`src/rtl/approx_ks_adder_pipe.sv`:
```
// Three-stage pipelined Kogge-Stone adder with a per-transaction exact/windowed carry select,
// exact-sum comparison and a saturating mismatch counter, behind valid/ready streams.
module approx_ks_adder_pipe #(
   parameter int WIDTH = 32'sd16,
   parameter int SPAN  = 32'sd4,
   parameter int CNT_W = 32'sd16
) (
   input  logic             clk,
   input  logic             rst_n,
   input  logic             in_valid,
   output logic             in_ready,
   input  logic [WIDTH-1:0] in_a,
   input  logic [WIDTH-1:0] in_b,
   input  logic             in_approx,
   output logic             out_valid,
   input  logic             out_ready,
   output logic [WIDTH:0]   out_sum,
   output logic [WIDTH:0]   out_exact,
   output logic             out_err,
   output logic [CNT_W-1:0] err_cnt,
   input  logic             cnt_clr
);

   localparam int LV  = $clog2(WIDTH);
   localparam int LS  = $clog2(SPAN);
   localparam int L1  = (LV + 32'sd1) / 32'sd2;
   localparam int LA1 = (L1 < LS) ? L1 : LS;
   localparam logic [CNT_W-1:0] CNT_MAX = '1;

   // Group generate after applying prefix levels lo..hi-1 (level k spans distance 2**k).
   function automatic logic [WIDTH-1:0] ks_g(input logic [WIDTH-1:0] g_in,
                                             input logic [WIDTH-1:0] p_in,
                                             input int lo, input int hi);
      logic [WIDTH-1:0] g_v, p_v, g_n, p_n;
      int d;
      g_v = g_in;
      p_v = p_in;
      for (int k = lo; k < hi; k++) begin
         d = 32'sd1 << k;
         for (int i = 32'sd0; i < WIDTH; i++) begin
            if (i >= d) begin
               g_n[i] = g_v[i] | (p_v[i] & g_v[i - d]);
               p_n[i] = p_v[i] & p_v[i - d];
            end else begin
               g_n[i] = g_v[i];
               p_n[i] = p_v[i];
            end
         end
         g_v = g_n;
         p_v = p_n;
      end
      return g_v;
   endfunction

   // Group propagate after applying prefix levels lo..hi-1.
   function automatic logic [WIDTH-1:0] ks_p(input logic [WIDTH-1:0] p_in,
                                             input int lo, input int hi);
      logic [WIDTH-1:0] p_v, p_n;
      int d;
      p_v = p_in;
      for (int k = lo; k < hi; k++) begin
         d = 32'sd1 << k;
         for (int i = 32'sd0; i < WIDTH; i++) begin
            if (i >= d) begin
               p_n[i] = p_v[i] & p_v[i - d];
            end else begin
               p_n[i] = p_v[i];
            end
         end
         p_v = p_n;
      end
      return p_v;
   endfunction

   logic             adv_s;
   logic             v1_r, mode1_r;
   logic [WIDTH-1:0] p1_r, g1_r;
   logic             v2_r, mode2_r;
   logic [WIDTH-1:0] p2_r, ge2_r, pe2_r, ga2_r, pa2_r;
   logic [WIDTH-1:0] g_e_s, g_a_s;
   logic [WIDTH:0]   c_e_s, c_a_s, sum_e_s, sum_a_s, sum_sel_s;

   assign adv_s    = !out_valid || out_ready;
   assign in_ready = adv_s;

   // Stage 1: bitwise propagate/generate and mode capture.
   always_ff @(posedge clk or negedge rst_n) begin
      if (!rst_n) begin
         v1_r    <= 1'b0;
         mode1_r <= 1'b0;
         p1_r    <= '0;
         g1_r    <= '0;
      end else if (adv_s) begin
         v1_r <= in_valid;
         if (in_valid) begin
            mode1_r <= in_approx;
            p1_r    <= in_a ^ in_b;
            g1_r    <= in_a & in_b;
         end
      end
   end

   // Stage 2: first half of both prefix trees; the windowed tree never goes past LS levels.
   always_ff @(posedge clk or negedge rst_n) begin
      if (!rst_n) begin
         v2_r    <= 1'b0;
         mode2_r <= 1'b0;
         p2_r    <= '0;
         ge2_r   <= '0;
         pe2_r   <= '0;
         ga2_r   <= '0;
         pa2_r   <= '0;
      end else if (adv_s) begin
         v2_r <= v1_r;
         if (v1_r) begin
            mode2_r <= mode1_r;
            p2_r    <= p1_r;
            ge2_r   <= ks_g(g1_r, p1_r, 32'sd0, L1);
            pe2_r   <= ks_p(p1_r, 32'sd0, L1);
            ga2_r   <= ks_g(g1_r, p1_r, 32'sd0, LA1);
            pa2_r   <= ks_p(p1_r, 32'sd0, LA1);
         end
      end
   end

   // Remaining prefix levels, carry vectors and both sums.
   always_comb begin
      g_e_s   = ks_g(ge2_r, pe2_r, L1, LV);
      g_a_s   = ks_g(ga2_r, pa2_r, LA1, LS);
      c_e_s   = {g_e_s, 1'b0};
      c_a_s   = {g_a_s, 1'b0};
      sum_e_s = {c_e_s[WIDTH], p2_r ^ c_e_s[WIDTH-1:0]};
      sum_a_s = {c_a_s[WIDTH], p2_r ^ c_a_s[WIDTH-1:0]};
      if (mode2_r) begin
         sum_sel_s = sum_a_s;
      end else begin
         sum_sel_s = sum_e_s;
      end
   end

   // Stage 3: registered result and mismatch flag.
   always_ff @(posedge clk or negedge rst_n) begin
      if (!rst_n) begin
         out_valid <= 1'b0;
         out_sum   <= '0;
         out_exact <= '0;
         out_err   <= 1'b0;
      end else if (adv_s) begin
         out_valid <= v2_r;
         if (v2_r) begin
            out_sum   <= sum_sel_s;
            out_exact <= sum_e_s;
            out_err   <= (sum_sel_s != sum_e_s);
         end
      end
   end

   // Saturating mismatch counter; clear wins over a coincident increment.
   always_ff @(posedge clk or negedge rst_n) begin
      if (!rst_n) begin
         err_cnt <= '0;
      end else if (cnt_clr) begin
         err_cnt <= '0;
      end else if (out_valid && out_ready && out_err && (err_cnt != CNT_MAX)) begin
         err_cnt <= err_cnt + CNT_W'(1'b1);
      end
   end

endmodule

```
`config.mk`:
```
export PLATFORM = sky130hd
export DESIGN_NAME = approx_ks_adder_pipe
export DESIGN_NICKNAME = d
export VERILOG_FILES = /design/src/rtl/approx_ks_adder_pipe.sv
export SDC_FILE = /design/constraint.sdc
export NUM_CORES = 1
export LEC_CHECK = 0
export ABC_AREA = 1
export BUFFER_PORTS_ARGS = -buffer_cell sky130_fd_sc_hd__buf_4
export CORE_ASPECT_RATIO = 1.25
export CORE_MARGIN = 3
export CORE_UTILIZATION = 45
export CTS_BUF_LIST = sky130_fd_sc_hd__clkbuf_8
export CTS_CLUSTER_DIAMETER = 60
export DETAILED_ROUTE_END_ITERATION = 12
export GPL_TIMING_DRIVEN = 0
export PLACE_DENSITY = 0.68
export SYNTH_ARGS = -nofsm -noshare
export SYNTH_HDL_FRONTEND = slang
export SYNTH_SLANG_ARGS = --single-unit
```
`constraint.sdc`:
```
create_clock -name clk -period 1.5 [get_ports clk]
set_clock_uncertainty 0.15 [all_clocks]
set_input_delay 0.225 -clock clk [delete_from_list [all_inputs] [get_ports clk]]
set_output_delay 0.225 -clock clk [all_outputs]
set_load 0.005 [all_outputs]
```
* After elaboration in Yosys (flattened, before gate mapping) *
Index checks and enable logic that the tools add are counted.

storage, ports and cells
  flip-flop bits (word level) = 136
  input port bits = 38
  output and inout port bits = 53
  word-level logic and storage cells = 232

cells by class
  add/subtract/negate cells = 1
  equality and inequality tests = 2
  multiplexer cells = 67
  bitwise logic cells = 139
  reduce and logical (&&, ||, !) cells = 9

operator list
  cell                                            count
  bitwise AND 1 bit                               86
  2-to-1 mux 1 bit                                64
  OR 1 bit                                        49
  bitwise XOR 16 bit                              3
  2-to-1 mux 16 bit                               2
  2-to-1 mux 17 bit                               1
  inequality test 17 bit                          1
  adder 16 x 1 -> 16 bit (second input constant)  1
  bitwise AND 16 bit                              1
  inequality test 16 bit (second input constant)  1
  AND reduction 2 bit                             3
  logical AND 1 bit                               3
  nonzero test 2 bit                              1
  zero test 1 bit                                 1
  logical OR 1 bit                                1

* Logic depth before layout (Yosys ltp) *
  word-level depth = 7
  gate-level depth with buffers = 10
  gate-level depth less buffers = 10

* Least setup slack after synthesis *
No wires, ideal clock.

  path kind = register to register
  start = reg err_cnt[0]
  end = reg err_cnt[14]
  library setup time = 0.126 ns
  arrival = 1.372 ns
  required time = 1.224 ns
  slack = -0.148 ns
  stages on the path, launching flop included = 10
  buffers on the path = 1
  period minus slack after synthesis = 1.648 ns
  cells stage by stage = dfrtp_1 > ha_1 > nand3_2 > inv_2 > nand2_2 > o21ai_2 > nand2_4 > inv_6 > buf_12 > o21ai_0

between the ends
  word-level cells in the longest chain between the ends = 3
  elaborated cells on any way between the ends = 6
  those cells by class = add/sub: 1; eq/ne: 1; mux: 2; reduce/logical: 2

RTL lines
  element                                                           line      source
  from (decl)                                                       20        output logic [CNT_W-1:0] err_cnt,
  from (signal assigned)                                            165       err_cnt <= err_cnt + CNT_W'(1'b1);
  adder 16 x 1 -> 16 bit or inequality test 16 bit (tied branches)  165, 164
  2-to-1 mux 16 bit or logical AND 1 bit (tied branches)            164       end else if (out_valid && out_ready && out_err && (err_cnt != CNT_MAX)) begin
  2-to-1 mux 16 bit or nonzero test 2 bit (tied branches)           n/a

Several ways; a longest one is shown, not always the timed one. The select of a mux whose other input is x is not followed.
A chain may end at the register's enable or synchronous reset.

* Worst setup path after layout *
  start = reg err_cnt[0]
  end = reg err_cnt[2]

The elaborated chain is that of the path after synthesis.

==> flow_summary.toml <==
[outcome]
status = "finished with violations"
failed_checks = "setup timing"

[global_routing]
first_global_vias = 5541
antenna_found_initial = 0
grt_pass1_wl_mm = 26.6
grt_start_max_net_pins = 101
grt_use_total_pct = 21.6
overflow = 0

[detailed_routing]
viasPerCell = 5.23
drtIter0Drc = 416
vias = 5693
wl_per_cell_um = 16.3
firstDrtPassIters = 5
antenna_left = 0
drcViolationCount = 0
routed_wl_mm = 17.8

[sta]
worst_pin_slew_ns = 0.555
setup_slack_ns = -0.159
setup_viol = 68
drv_slew = 0
fmax_mhz = 603
rsz0062_at_grt = "yes"
post-route-period-util_pct = 111
slew_headroom_pct = 63.0
hold_viol = 0
hold-worst-slack_ns = 0.0106
period_needed_ns = 1.66

[yosys]
ys_types = 36
syn_inst = 714
yosysTopAreaCell = "dfrtp_1"
synth_edf_count = 0
async_flop_share_pct = 100
synthTopCellsByCount = "nand2_1 (212), dfrtp_1 (131), o21ai_0 (73)"
avgSynthCellArea_um2 = 8.71
synthesis.nets = 769
synth-main-ff-cell = "dfrtp_1"
yosysTopAreaCellShare_pct = 52.7
yosysWarnings = 0
ys_ff_latch = 131
synth_area_leaders = "dfrtp_1 (53%), nand2_1 (13%), o21ai_0 (5.9%), ha_1 (3.4%), inv_1 (3.4%)"
yosysSeqAreaShare_pct = 52.7
post-synth-top-count-cell = "nand2_1"
synth_area_mm2 = 0.00622

[clock_network]
cts_root_buffer = "clkbuf_8"
numCtsBuffers = 17
clk_latency_ns = 0.45
cts_tree = "done"
cts_buffer_depth = 2
htreeDepth = 4
clkSinkCount = 131
clk_pin_slew_ns = 0.08

[layout]
drive_gt1_share_pct = 36.6
n_antenna_cell = 0
area_growth_pct = 46.1
final_nets = 960
fin_cells = 1089

[critical_path]
path_common_cell = "nand2_1"
endpoint_kind = "flop"
critPathLaunchType = "flop"
slowest_stage = "dfrtp_1"
critPathBufInv = 3
path_class = "flop to flop"
crit_family = "flip-flops"
crit_arrival_ns = 1.89
critPathMaxFanout = 10
cp_cell_sequence = "ha_4 > nand3_4 > inv_2 > nand2_2 > o21ai_4 > nand2_4 > inv_8 > buf_12 > nand2_1 > nand2_1"
slowest_delay_ns = 0.41
cp.required_ns = 1.73

[floorplanning]
io_pins = 91
dieArea_mm2 = 0.0153
die_width_um = 111
fp-row-count = 47
start_util_pct = 46.4
coreArea_mm2 = 0.0134
die_y_um = 137

[worst_hold_path]
holdCritPathClass = "primary input to flop"

[pwr]
power_density_mw_per_mm2 = 1720
leakagePower_nw = 4.48
ir_worst_vdd_uv = 719
power_mw = 15.6

[placed_design]
placed_cells = 976
port_buffers = 90
hpwl_mm = 11.7
place_congestion = 0.915

[job]
maxCapViolCount = 0
==> cell families (layout without fill, tap and decap cells) <==
| kind of cell | Yosys count | count (layout) | synth area share [%] |
|---|---|---|---|
| simple gates | 306 | 306 | 19.9 |
| flops | 131 | 131 | 52.7 |
| fa+ha+maj | 17 | 17 | 3.42 |
| compound gates | 136 | 136 | 12.2 |
| buf+inv | 84 | 288 | 5.59 |
| xor+xnor | 26 | 26 | 3.66 |
| mux | 14 | 14 | 2.53 |
==> stage by stage <==
stage | util [%] | setup WS [ns] | instance area (um2) | setup TNS [ns]
after global routing | 67.8 | -0.234 | 9090 | -9.13
after global placement | 53.1 | -0.423 | 7110 | -82.61
after floorplan | - | -0.112 | 6220 | -1.14
final | 67.8 | -0.159 | 9090 | -4.62
after CTS | 61.4 | -0.121 | 8230 | -1.53
after detailed placement | 53.3 | -0.443 | 7150 | -34.84
==> path summary, 6_finish.rpt <==
kind / endpoint / slack [ns] / depth (start not counted) / from
setup / recovery: err_cnt[2] / -0.16 / 10 / err_cnt[0]
max in group asynchronous: err_cnt[12] / 0.32 / 3 / rst_n
hold reg to reg: out_sum[12] / 0.34 / 2 / out_sum[12]
hold / removal: p1_r[11] / 0.01 / 4 / in_a[11]
min in group asynchronous: out_exact[12] / 0.08 / 2 / rst_n
setup reg to reg: err_cnt[2] / -0.16 / 10 / err_cnt[0]
==> routing by layer <==
metal,vias to the layer above,part of all wire (%),track usage (%)
li1,2724,-,-
met1,2726,40,25.9
met2,210,53,38.7
met3,33,4.7,4.22
met4,0,2.3,8.05
met5,-,0,0
==> registers in the layout, indices dropped and copies added (netlist names), 12 cells and up <==
name and cells:
out_sum 17, err_cnt 16, g1_r 16, ge2_r 16, out_exact 16, p1_r 16, p2_r 16, pe2_r 12
==> area by class of cell <==
| cell class | count | area [um2] |
|---|---|---|
| fillers | 1008 | 4320 |
| plain buffers | 22 | 243 |
| inverters | 59 | 241 |
| clock inverters | 15 | 160 |
| flip-flops and latches | 131 | 3290 |
| repair buffers | 173 | 1600 |
| repair inverters | 2 | 17.5 |
| multi-input cells | 499 | 3090 |
| clock buffers | 17 | 234 |
| well taps | 171 | 214 |
==> timing repair <==
action / 4_1_cts / 5_1_grt
setup endpoints to repair: 126 / 103
buffers inserted: 20 / 26
hold buffers: 30 / 0
endpoints found under the hold margin: 157 / 0
pin swaps: 4 / 19
cloned: 1 / 8
resized for setup: 82 / 193
==> worst reg2reg max path: cells and delay by family (launching register included) <==
family / cells / cell delay, ns
AO/OA/AOI/OAI: 1 / 0.15
adder cells (fa/ha/maj): 1 / 0.17
buffers and inverters: 3 / 0.31
flip-flops: 1 / 0.41
AND/OR/NAND/NOR: 5 / 0.41
==> power breakdown <==
part | internal (mW) | switching (mW)
combinational | 3.21 | 3.47
clock | 1.49 | 1.47
sequential | 4.80 | 1.17
==> placed cells by master (no fill, tap or decap), types with 3 or more instances in the layout <==
master         count
xnor2_1            8
nand4_1            7
o21ai_0           44
mux2_4             9
o21ai_1           19
buf_8              7
nor2_2            13
nand2_1          152
inv_2              3
nand2_2           43
o211ai_1           7
buf_6             27
o21ai_2           11
a21oi_2            5
o21bai_1           4
buf_12             3
clkbuf_8          17
nor2_1            35
mux2_2             5
nand3_1           25
clkbuf_4           4
inv_1             52
dlygate4sd3_1     30
a21oi_1           29
o31ai_1            9
ha_1              16
clkinv_4           7
xor2_1            17
clkinv_2           3
dfrtp_2            9
inv_6              3
clkbuf_16          6
nand2_4           17
nor2_4             3
dfrtp_1          122
buf_4            112
Note: power is estimated with default switching activity, not from simulation.
